**src/rtl/dma_periph_arb_pkg.sv**
```systemverilog
// Shared types and helpers for the DMA peripheral-request arbiter.
// Carries the FSM state encoding, index-width helpers and the round-robin pick.
package dma_arb_pkg;

    typedef enum logic [1:0] {IDLE, GRANT, BUSY, CLR} arb_state_t;

    localparam int MAX_CH = 32;

    function automatic int pw_of(input int n);
        return (n > 1) ? $clog2(n) : 1;
    endfunction

    function automatic int cw_of(input int n);
        return (n > 1) ? $clog2(n) : 1;
    endfunction

    // First set bit at or after ptr, wrapping at n; caller guarantees cand != 0.
    function automatic logic [4:0] rr_pick(input logic [MAX_CH-1:0] cand,
                                           input logic [4:0]        ptr,
                                           input int                n);
        logic [4:0] pick;
        logic       found;
        logic [5:0] idx;
        pick  = '0;
        found = 1'b0;
        for (int i = 0; i < MAX_CH; i++) begin
            idx = {1'b0, ptr} + 6'(i);
            if (idx >= 6'(n)) idx = idx - 6'(n);
            if (i < n && !found && cand[idx[4:0]]) begin
                pick  = idx[4:0];
                found = 1'b1;
            end
        end
        return pick;
    endfunction

endpackage

```
**src/rtl/dma_periph_arb_if.sv**
```systemverilog
// Grant handshake between the request arbiter (master) and the AXI channel engine (slave).
// One grant outstanding at a time; burst_done closes it.
interface dma_periph_arb_if #(parameter int NUM_CH = 8);

    logic                                 grant_valid;
    logic [dma_arb_pkg::cw_of(NUM_CH)-1:0] grant_ch;
    logic                                 grant_ready;
    logic                                 burst_done;
    logic                                 timeout_err;

    modport master (output grant_valid, grant_ch, timeout_err,
                    input  grant_ready, burst_done);

    modport slave  (input  grant_valid, grant_ch, timeout_err,
                    output grant_ready, burst_done);

endinterface

```
**src/rtl/dma_periph_arb_sync.sv**
```systemverilog
// Two-flop vector synchroniser for asynchronous peripheral request levels.
// Latency 2 cycles; no backpressure.
module dma_req_sync #(
    parameter int W = 1
) (
    input  logic         clk,
    input  logic         reset,
    input  logic [W-1:0] d,
    output logic [W-1:0] q
);

    logic [W-1:0] s1;

    always_ff @(posedge clk or negedge reset) begin
        if (!reset) begin
            s1 <= '0;
            q  <= '0;
        end else begin
            s1 <= d;
            q  <= s1;
        end
    end

endmodule

```
**src/rtl/dma_periph_arb.sv**
```systemverilog
// Peripheral request front end: sync req lines, round-robin grant one channel, pulse clr on completion.
// Req->grant_valid 3 cycles; grant held until grant_ready; DMA_ARB_PRIO_EN adds a high-priority class.
module dma_periph_arb
    import dma_arb_pkg::*;
#(
    parameter int NUM_PERIPH  = 32,
    parameter int NUM_CH      = 8,
    parameter int TIMEOUT_CYC = 1024
) (
    input  logic                                 clk,
    input  logic                                 reset,
    input  logic [NUM_PERIPH-1:0]                periph_tx_req,
    input  logic [NUM_PERIPH-1:0]                periph_rx_req,
    output logic [NUM_PERIPH-1:0]                periph_tx_clr,
    output logic [NUM_PERIPH-1:0]                periph_rx_clr,
    input  logic [NUM_CH-1:0]                    ch_en,
    input  logic [NUM_CH-1:0]                    ch_dir,
    input  logic [NUM_CH*pw_of(NUM_PERIPH)-1:0]  ch_periph,
`ifdef DMA_ARB_PRIO_EN
    input  logic [NUM_CH-1:0]                    ch_prio,
`endif
    dma_periph_arb_if.master                     eng
);

    localparam int PW = pw_of(NUM_PERIPH);
    localparam int CW = cw_of(NUM_CH);
    localparam int WW = $clog2(TIMEOUT_CYC);

    logic [NUM_PERIPH-1:0] stx, srx;
    logic [NUM_CH-1:0]     sreq, elig, cand, mask;
    arb_state_t            state;
    logic [CW-1:0]         gch, rr_ptr;
    logic                  gv, terr;
    logic [WW-1:0]         wdog;
    logic [PW-1:0]         cur_p;
    logic                  cur_dir;

    dma_req_sync #(.W(NUM_PERIPH)) u_sync_tx (.clk(clk), .reset(reset), .d(periph_tx_req), .q(stx));
    dma_req_sync #(.W(NUM_PERIPH)) u_sync_rx (.clk(clk), .reset(reset), .d(periph_rx_req), .q(srx));

    always_comb begin
        logic [PW-1:0] pidx;
        sreq = '0;
        for (int c = 0; c < NUM_CH; c++) begin
            pidx    = ch_periph[c*PW +: PW];
            sreq[c] = ch_dir[c] ? stx[pidx] : srx[pidx];
        end
        elig = ch_en & ~mask & sreq;
`ifdef DMA_ARB_PRIO_EN
        cand = (|(elig & ch_prio)) ? (elig & ch_prio) : elig;
`else
        cand = elig;
`endif
        cur_p   = ch_periph[gch*PW +: PW];
        cur_dir = ch_dir[gch];
    end

    always_ff @(posedge clk or negedge reset) begin
        if (!reset) begin
            state         <= IDLE;
            gv            <= 1'b0;
            gch           <= '0;
            rr_ptr        <= '0;
            mask          <= '0;
            wdog          <= '0;
            terr          <= 1'b0;
            periph_tx_clr <= '0;
            periph_rx_clr <= '0;
        end else begin
            periph_tx_clr <= '0;
            periph_rx_clr <= '0;
            terr          <= 1'b0;
            // A masked channel re-arms once its peripheral has visibly dropped the request.
            mask          <= mask & sreq;
            case (state)
                IDLE: begin
                    if (|cand) begin
                        gch   <= CW'(rr_pick(MAX_CH'(cand), 5'(rr_ptr), NUM_CH));
                        gv    <= 1'b1;
                        state <= GRANT;
                    end
                end
                GRANT: begin
                    if (!ch_en[gch]) begin
                        gv    <= 1'b0;
                        state <= IDLE;
                    end else if (eng.grant_ready) begin
                        gv     <= 1'b0;
                        rr_ptr <= (gch == CW'(NUM_CH - 1)) ? '0 : gch + 1'b1;
                        wdog   <= '0;
                        state  <= BUSY;
                    end
                end
                BUSY: begin
                    if (eng.burst_done) begin
                        state <= CLR;
                    end else if (wdog == WW'(TIMEOUT_CYC - 1)) begin
                        terr  <= 1'b1;
                        state <= CLR;
                    end else begin
                        wdog <= wdog + 1'b1;
                    end
                end
                CLR: begin
                    if (cur_dir) periph_tx_clr[cur_p] <= 1'b1;
                    else         periph_rx_clr[cur_p] <= 1'b1;
                    mask[gch] <= 1'b1;
                    state     <= IDLE;
                end
                default: state <= IDLE;
            endcase
        end
    end

    assign eng.grant_valid = gv;
    assign eng.grant_ch    = gch;
    assign eng.timeout_err = terr;

endmodule

```
**src/flat_wrapper.sv**
```systemverilog
// flat-port wrapper written by rule: the top's interface ports become plain ports
module dma_periph_arb_flat import dma_arb_pkg::*;
#(
    parameter int NUM_PERIPH  = 32,
    parameter int NUM_CH      = 8,
    parameter int TIMEOUT_CYC = 1024
)
  (clk, reset, periph_tx_req, periph_rx_req, periph_tx_clr, periph_rx_clr, ch_en, ch_dir, ch_periph, eng_grant_valid, eng_grant_ch, eng_timeout_err, eng_grant_ready, eng_burst_done);
  dma_periph_arb_if #(.NUM_CH(NUM_CH)) eng_i ();
  input  logic clk;
  input  logic reset;
  input  logic [NUM_PERIPH-1:0] periph_tx_req;
  input  logic [NUM_PERIPH-1:0] periph_rx_req;
  output logic [NUM_PERIPH-1:0] periph_tx_clr;
  output logic [NUM_PERIPH-1:0] periph_rx_clr;
  input  logic [NUM_CH-1:0] ch_en;
  input  logic [NUM_CH-1:0] ch_dir;
  input  logic [NUM_CH*pw_of(NUM_PERIPH)-1:0] ch_periph;
  output wire logic [$bits(eng_i.grant_valid)-1:0] eng_grant_valid;
  output wire logic [$bits(eng_i.grant_ch)-1:0] eng_grant_ch;
  output wire logic [$bits(eng_i.timeout_err)-1:0] eng_timeout_err;
  input wire logic [$bits(eng_i.grant_ready)-1:0] eng_grant_ready;
  input wire logic [$bits(eng_i.burst_done)-1:0] eng_burst_done;
  assign eng_grant_valid = eng_i.grant_valid;
  assign eng_grant_ch = eng_i.grant_ch;
  assign eng_timeout_err = eng_i.timeout_err;
  assign eng_i.grant_ready = eng_grant_ready;
  assign eng_i.burst_done = eng_burst_done;
  dma_periph_arb #(.NUM_PERIPH(NUM_PERIPH), .NUM_CH(NUM_CH), .TIMEOUT_CYC(TIMEOUT_CYC)) u_core (.clk(clk), .reset(reset), .periph_tx_req(periph_tx_req), .periph_rx_req(periph_rx_req), .periph_tx_clr(periph_tx_clr), .periph_rx_clr(periph_rx_clr), .ch_en(ch_en), .ch_dir(ch_dir), .ch_periph(ch_periph), .eng(eng_i));
endmodule
```
**config.mk**
```make
export PLATFORM = sky130hd
export DESIGN_NAME = dma_periph_arb_flat
export DESIGN_NICKNAME = d
export VERILOG_FILES = /design/src/rtl/dma_periph_arb_pkg.sv /design/src/rtl/dma_periph_arb_if.sv /design/src/rtl/dma_periph_arb_sync.sv /design/src/rtl/dma_periph_arb.sv /design/src/flat_wrapper.sv
export SDC_FILE = /design/constraint.sdc
export NUM_CORES = 1
export LEC_CHECK = 0
export CAP_MARGIN = 20
export CORE_ASPECT_RATIO = 0.6
export CORE_UTILIZATION = 40
export DETAILED_ROUTE_END_ITERATION = 6
export PLACE_DENSITY = 0.59
export SLEW_MARGIN = 15
export SYNTH_ARGS = -nofsm -noshare
export SYNTH_HDL_FRONTEND = slang
export SYNTH_SLANG_ARGS = --single-unit
```
**constraint.sdc**
```tcl
create_clock -name clk -period 4.7 [get_ports clk]
set_clock_uncertainty 0.05 [all_clocks]
set_input_delay 0.94 -clock clk [delete_from_list [all_inputs] [get_ports clk]]
set_output_delay 0.94 -clock clk [all_outputs]
set_load 0.02 [all_outputs]
```
==> impl_results.md <==
- Outcome: finished clean
- TritonCTS clock tree: built
- Final Power: 6.78 mW
- Top cells by area, synth: dfrtp_1 43%, mux2i_1 18%, mux4_2 5.8%, a22oi_1 5.1%, nor2_1 3.4%
- Hold Crit Class: flop to flop
- Worst Path Arrival: 4660 ps
- Area of the multi-input gates: 6820 µm²
- Share of the synthesized area in the top cell type: 43.1%
- Num rows: 50
- Pins over their slew limit: 0
- WP data required: 5040 ps
- Hold-fix buffers at CTS: 0
- Vias in the first global route: 10,800
- Crit share post-route: 91.9%
- Final worst slack: 380 ps
- Via Count: 11,300
- Fin. Hold Viols: 0
- Worst skew pair latency: 540 ps
- Die height: 140 µm
- Post-synthesis instance total: 1,201
- Total track usage: 28.8%
- Crit. End Element: flop
- Synth Area in Simple Gates: 13.7%
- Total CTS buffers: 21
- CP peak stage delay: 640 ps
- Cell taking the most area after synthesis: dfrtp_1
- Mux contribution to synthesized area: 26.1%
- Synthesized flop and latch total: 220
- First-pass GRT wire length: 69,900 µm
- Top Ports: 193
- Worst hold slack: 281 ps
- Pre-CTS WS: -107 ps
- Area grow syn2layout: 28.0%
- Post-CTS setup repair buffer count: 0
- H-tree depth: 1
- Global route overflow: 0
- Seq/Total Area, Yosys: 43.1%
- CTS root buf: clkbuf_16
- Diode count: 0
- CP Launch Type: input pin
- Final setup vio count: 0
- Vias per Instance: 6.05
- Asr flop ratio synth: 100%
- Tmin final: 4320 ps
- Dpl cells: 1,826
- Fmax: 231 MHz
- Routed len/inst: 25.2 µm
- RSZ-0062 raised after global routing: no
- ANT nets after route: 0
- Clock sinks: 220
- # DRC: 0
- FILL cells: 2,776
- Antenna violations before repair: 0
- Post-Synth Adder-Cell Area: 0.587%
- Cell Area, Synth: 12,800 µm²
- CTS clk-pin slew, worst paths: 70 ps
- Static Leak: 7.15 nW
- Worst ir drop on vdd: 0.242 mV
- Largest net degree at the start of global routing: 122
- Gpl congestion: 1.01
- Post-synth top flop: dfrtp_1
- Setup TNS: 0 ps
- Post-synth EDFFs: 0
- Core ar.: 31,300 µm²
- Largest family of logic cells by synthesized area: multiplexers
- Crit path kind: input pin to flop
- Yosys warns: 0
- Post-synth cell types: 75
- Max-slew headroom: 33.9%
- Worst path cell trace: clkdlybuf4s50_1 -> buf_12 -> mux2i_1 -> a311oi_1 -> nand3_1 -> a41oi_1 -> o21ai_1 -> buf_4 -> a221oi_1 -> mux2_4 -> nor3b_1 -> o21ai_0 -> a31oi_1 -> o32a_1
- Max cap viols: 0
- Slew @ Worst Pin: 991 ps
- Detailed Place HPWL: 35,900 µm
- CP max FO: 23
- DIE AREA: 32,700 µm²
- Layout Cells excl Fill: 1,863
- Die W: 233 µm
- Slowest stage cell, crit path: clkdlybuf4s50_1
- FF/Latch Area: 5510 µm²
- Maximum clock insertion buffer count: 3
- Port bufs: 192
- Pwr dens: 414 nW/µm²
- Starting density of the core: 40.9%
- Number of nets in the layout: 1,563
- Drt first pass iters: 5
- Routed WL: 46,900 µm
- Post-synthesis compound-gate area fraction: 12.5%
- Initial drt markers: 1,438
- Syn Nets: 1,331
- Synth Area per Inst: 10.6 µm²
- Synth Area in XOR/XNOR: 0.480%
- Layout cells sized above 1: 12.7%
-- area by class of cell --
| class | count | share of cell area (%) |
|---|---|---|
| Clock inverter | 8 | 0.489 |
| Sequential cell | 220 | 33.6 |
| Timing Repair Buffer | 285 | 16.9 |
| Clock buffer | 29 | 3.70 |
| Inverter | 18 | 0.413 |
| Tap cell | 416 | 3.18 |
| Multi-Input combinational cell | 887 | 41.7 |
-- cells by family after synthesis --
logic type,Yosys count
xor gates and xnor gates,7
DFF,220
muxes,282
AOI/OAI and AO/OA,226
adders and majority gates,6
buffers and inverters,94
and+or+nand+nor,366
-- registers in the layout, summed over array words and instances (netlist names), named ones only --
name and count:
u_core.state 1, u_core.wdog 10, u_core.eng.grant_ch 3, u_core.u_sync_rx.s1 32, u_core.u_sync_rx.q 32, u_core.u_sync_tx.s1 32, u_core.periph_rx_clr 32, u_core.eng.timeout_err 1
u_core.mask 8, u_core.eng.grant_valid 1, u_core.periph_tx_clr 32, u_core.u_sync_tx.q 32, u_core.rr_ptr 3
-- cells in the mapped netlist, types with 5 or more instances --
cell and instances:
nor3_1 18, o31ai_1 7, mux4_2 33, a311oi_1 5, buf_1 8, o2111ai_1 9, clkbuf_1 30, nand3_1 36
a211oi_1 5, mux2_2 7, buf_2 25, and3_1 6, nor3b_1 5, o22ai_1 7, xor2_1 5, a22oi_1 87
mux2i_1 236, dfrtp_1 220, nand2_1 89, mux4_1 5, a31oi_1 5, inv_1 17, or3_1 8, nor2_1 115
a21oi_1 32, buf_4 5, o21ai_0 29, nand4_1 13, and2_1 11, nand2b_1 26, nor2b_1 22, ha_1 6
-- power by group --
group | leakage, nW | total [mW] | internal, mW | switching [mW]
combinational | 4.07 | 2.87 | 1.21 | 1.66
clock | 0.329 | 1.71 | 0.960 | 0.745
sequential | 2.76 | 2.20 | 2.02 | 0.182
-- layout by cell type (no fill, tap or decap), drive strengths merged, types with 6 or more instances in the layout --
cell	instances
o2111ai	9
ha	6
mux4	38
buf	98
nand2	90
or3	8
o31ai	7
and3	6
mux2i	236
o22ai	7
nor2	116
clkdlybuf4s50	187
and2	11
nand4	13
a21oi	32
nand3	36
a22oi	87
clkbuf	29
nand2b	26
mux2	8
nor3	19
dfrtp	220
nor2b	22
o21ai	32
inv	17
-- final timing paths --
path | cells after the start | slack [ps] | end | start
setup / recovery | 14 | 380 | u_core.eng.grant_ch[1] | ch_periph[1]
hold / removal | 0 | 280 | u_core.u_sync_tx.q[0] | u_core.u_sync_tx.s1[0]
setup reg to reg | 12 | 740 | u_core.eng.grant_ch[1] | u_core.u_sync_tx.q[26]
hold reg to reg | 0 | 280 | u_core.u_sync_tx.q[0] | u_core.u_sync_tx.s1[0]
max in group asynchronous | 2 | 3230 | u_core.periph_tx_clr[16] | reset
min in group asynchronous | 1 | 400 | u_core.u_sync_tx.s1[30] | reset
-- worst max-delay path, delay by kind of cell --
| family | cells | cell delay [ps] |
|---|---|---|
| multiplexers | 2 | 430 |
| AND/OR/NAND/NOR | 2 | 190 |
| AO/OA/AOI/OAI | 7 | 2000 |
| buffers and inverters | 3 | 1060 |
-- routing by layer --
layer / vias to the layer above / GRT usage, % / part of all wire [%] / routed length [µm]
li1: 4937 / - / - / -
met1: 5549 / 46.9 / 48 / 22600
met2: 687 / 37.0 / 38 / 17700
met3: 93 / 7.35 / 12 / 5570
met4: 0 / 6.23 / 2.3 / 1080
met5: - / 0 / 0 / 0
-- what timing repair did --
item                                    in CTS  in global routing
endpoints found under the setup margin       0                  2
endpoints found under the hold margin        0                  0
resized for setup                            0                  1
-- metrics by stage --
stage | util [%] | cell area, µm²
after global placement | 50.1 | 15700
after CTS | 52.3 | 16400
after global routing | 52.3 | 16400
final | 52.3 | 16400
after floorplan | - | 12800
after detailed placement | 50.1 | 15700
Note: power is estimated with default switching activity, not from simulation.
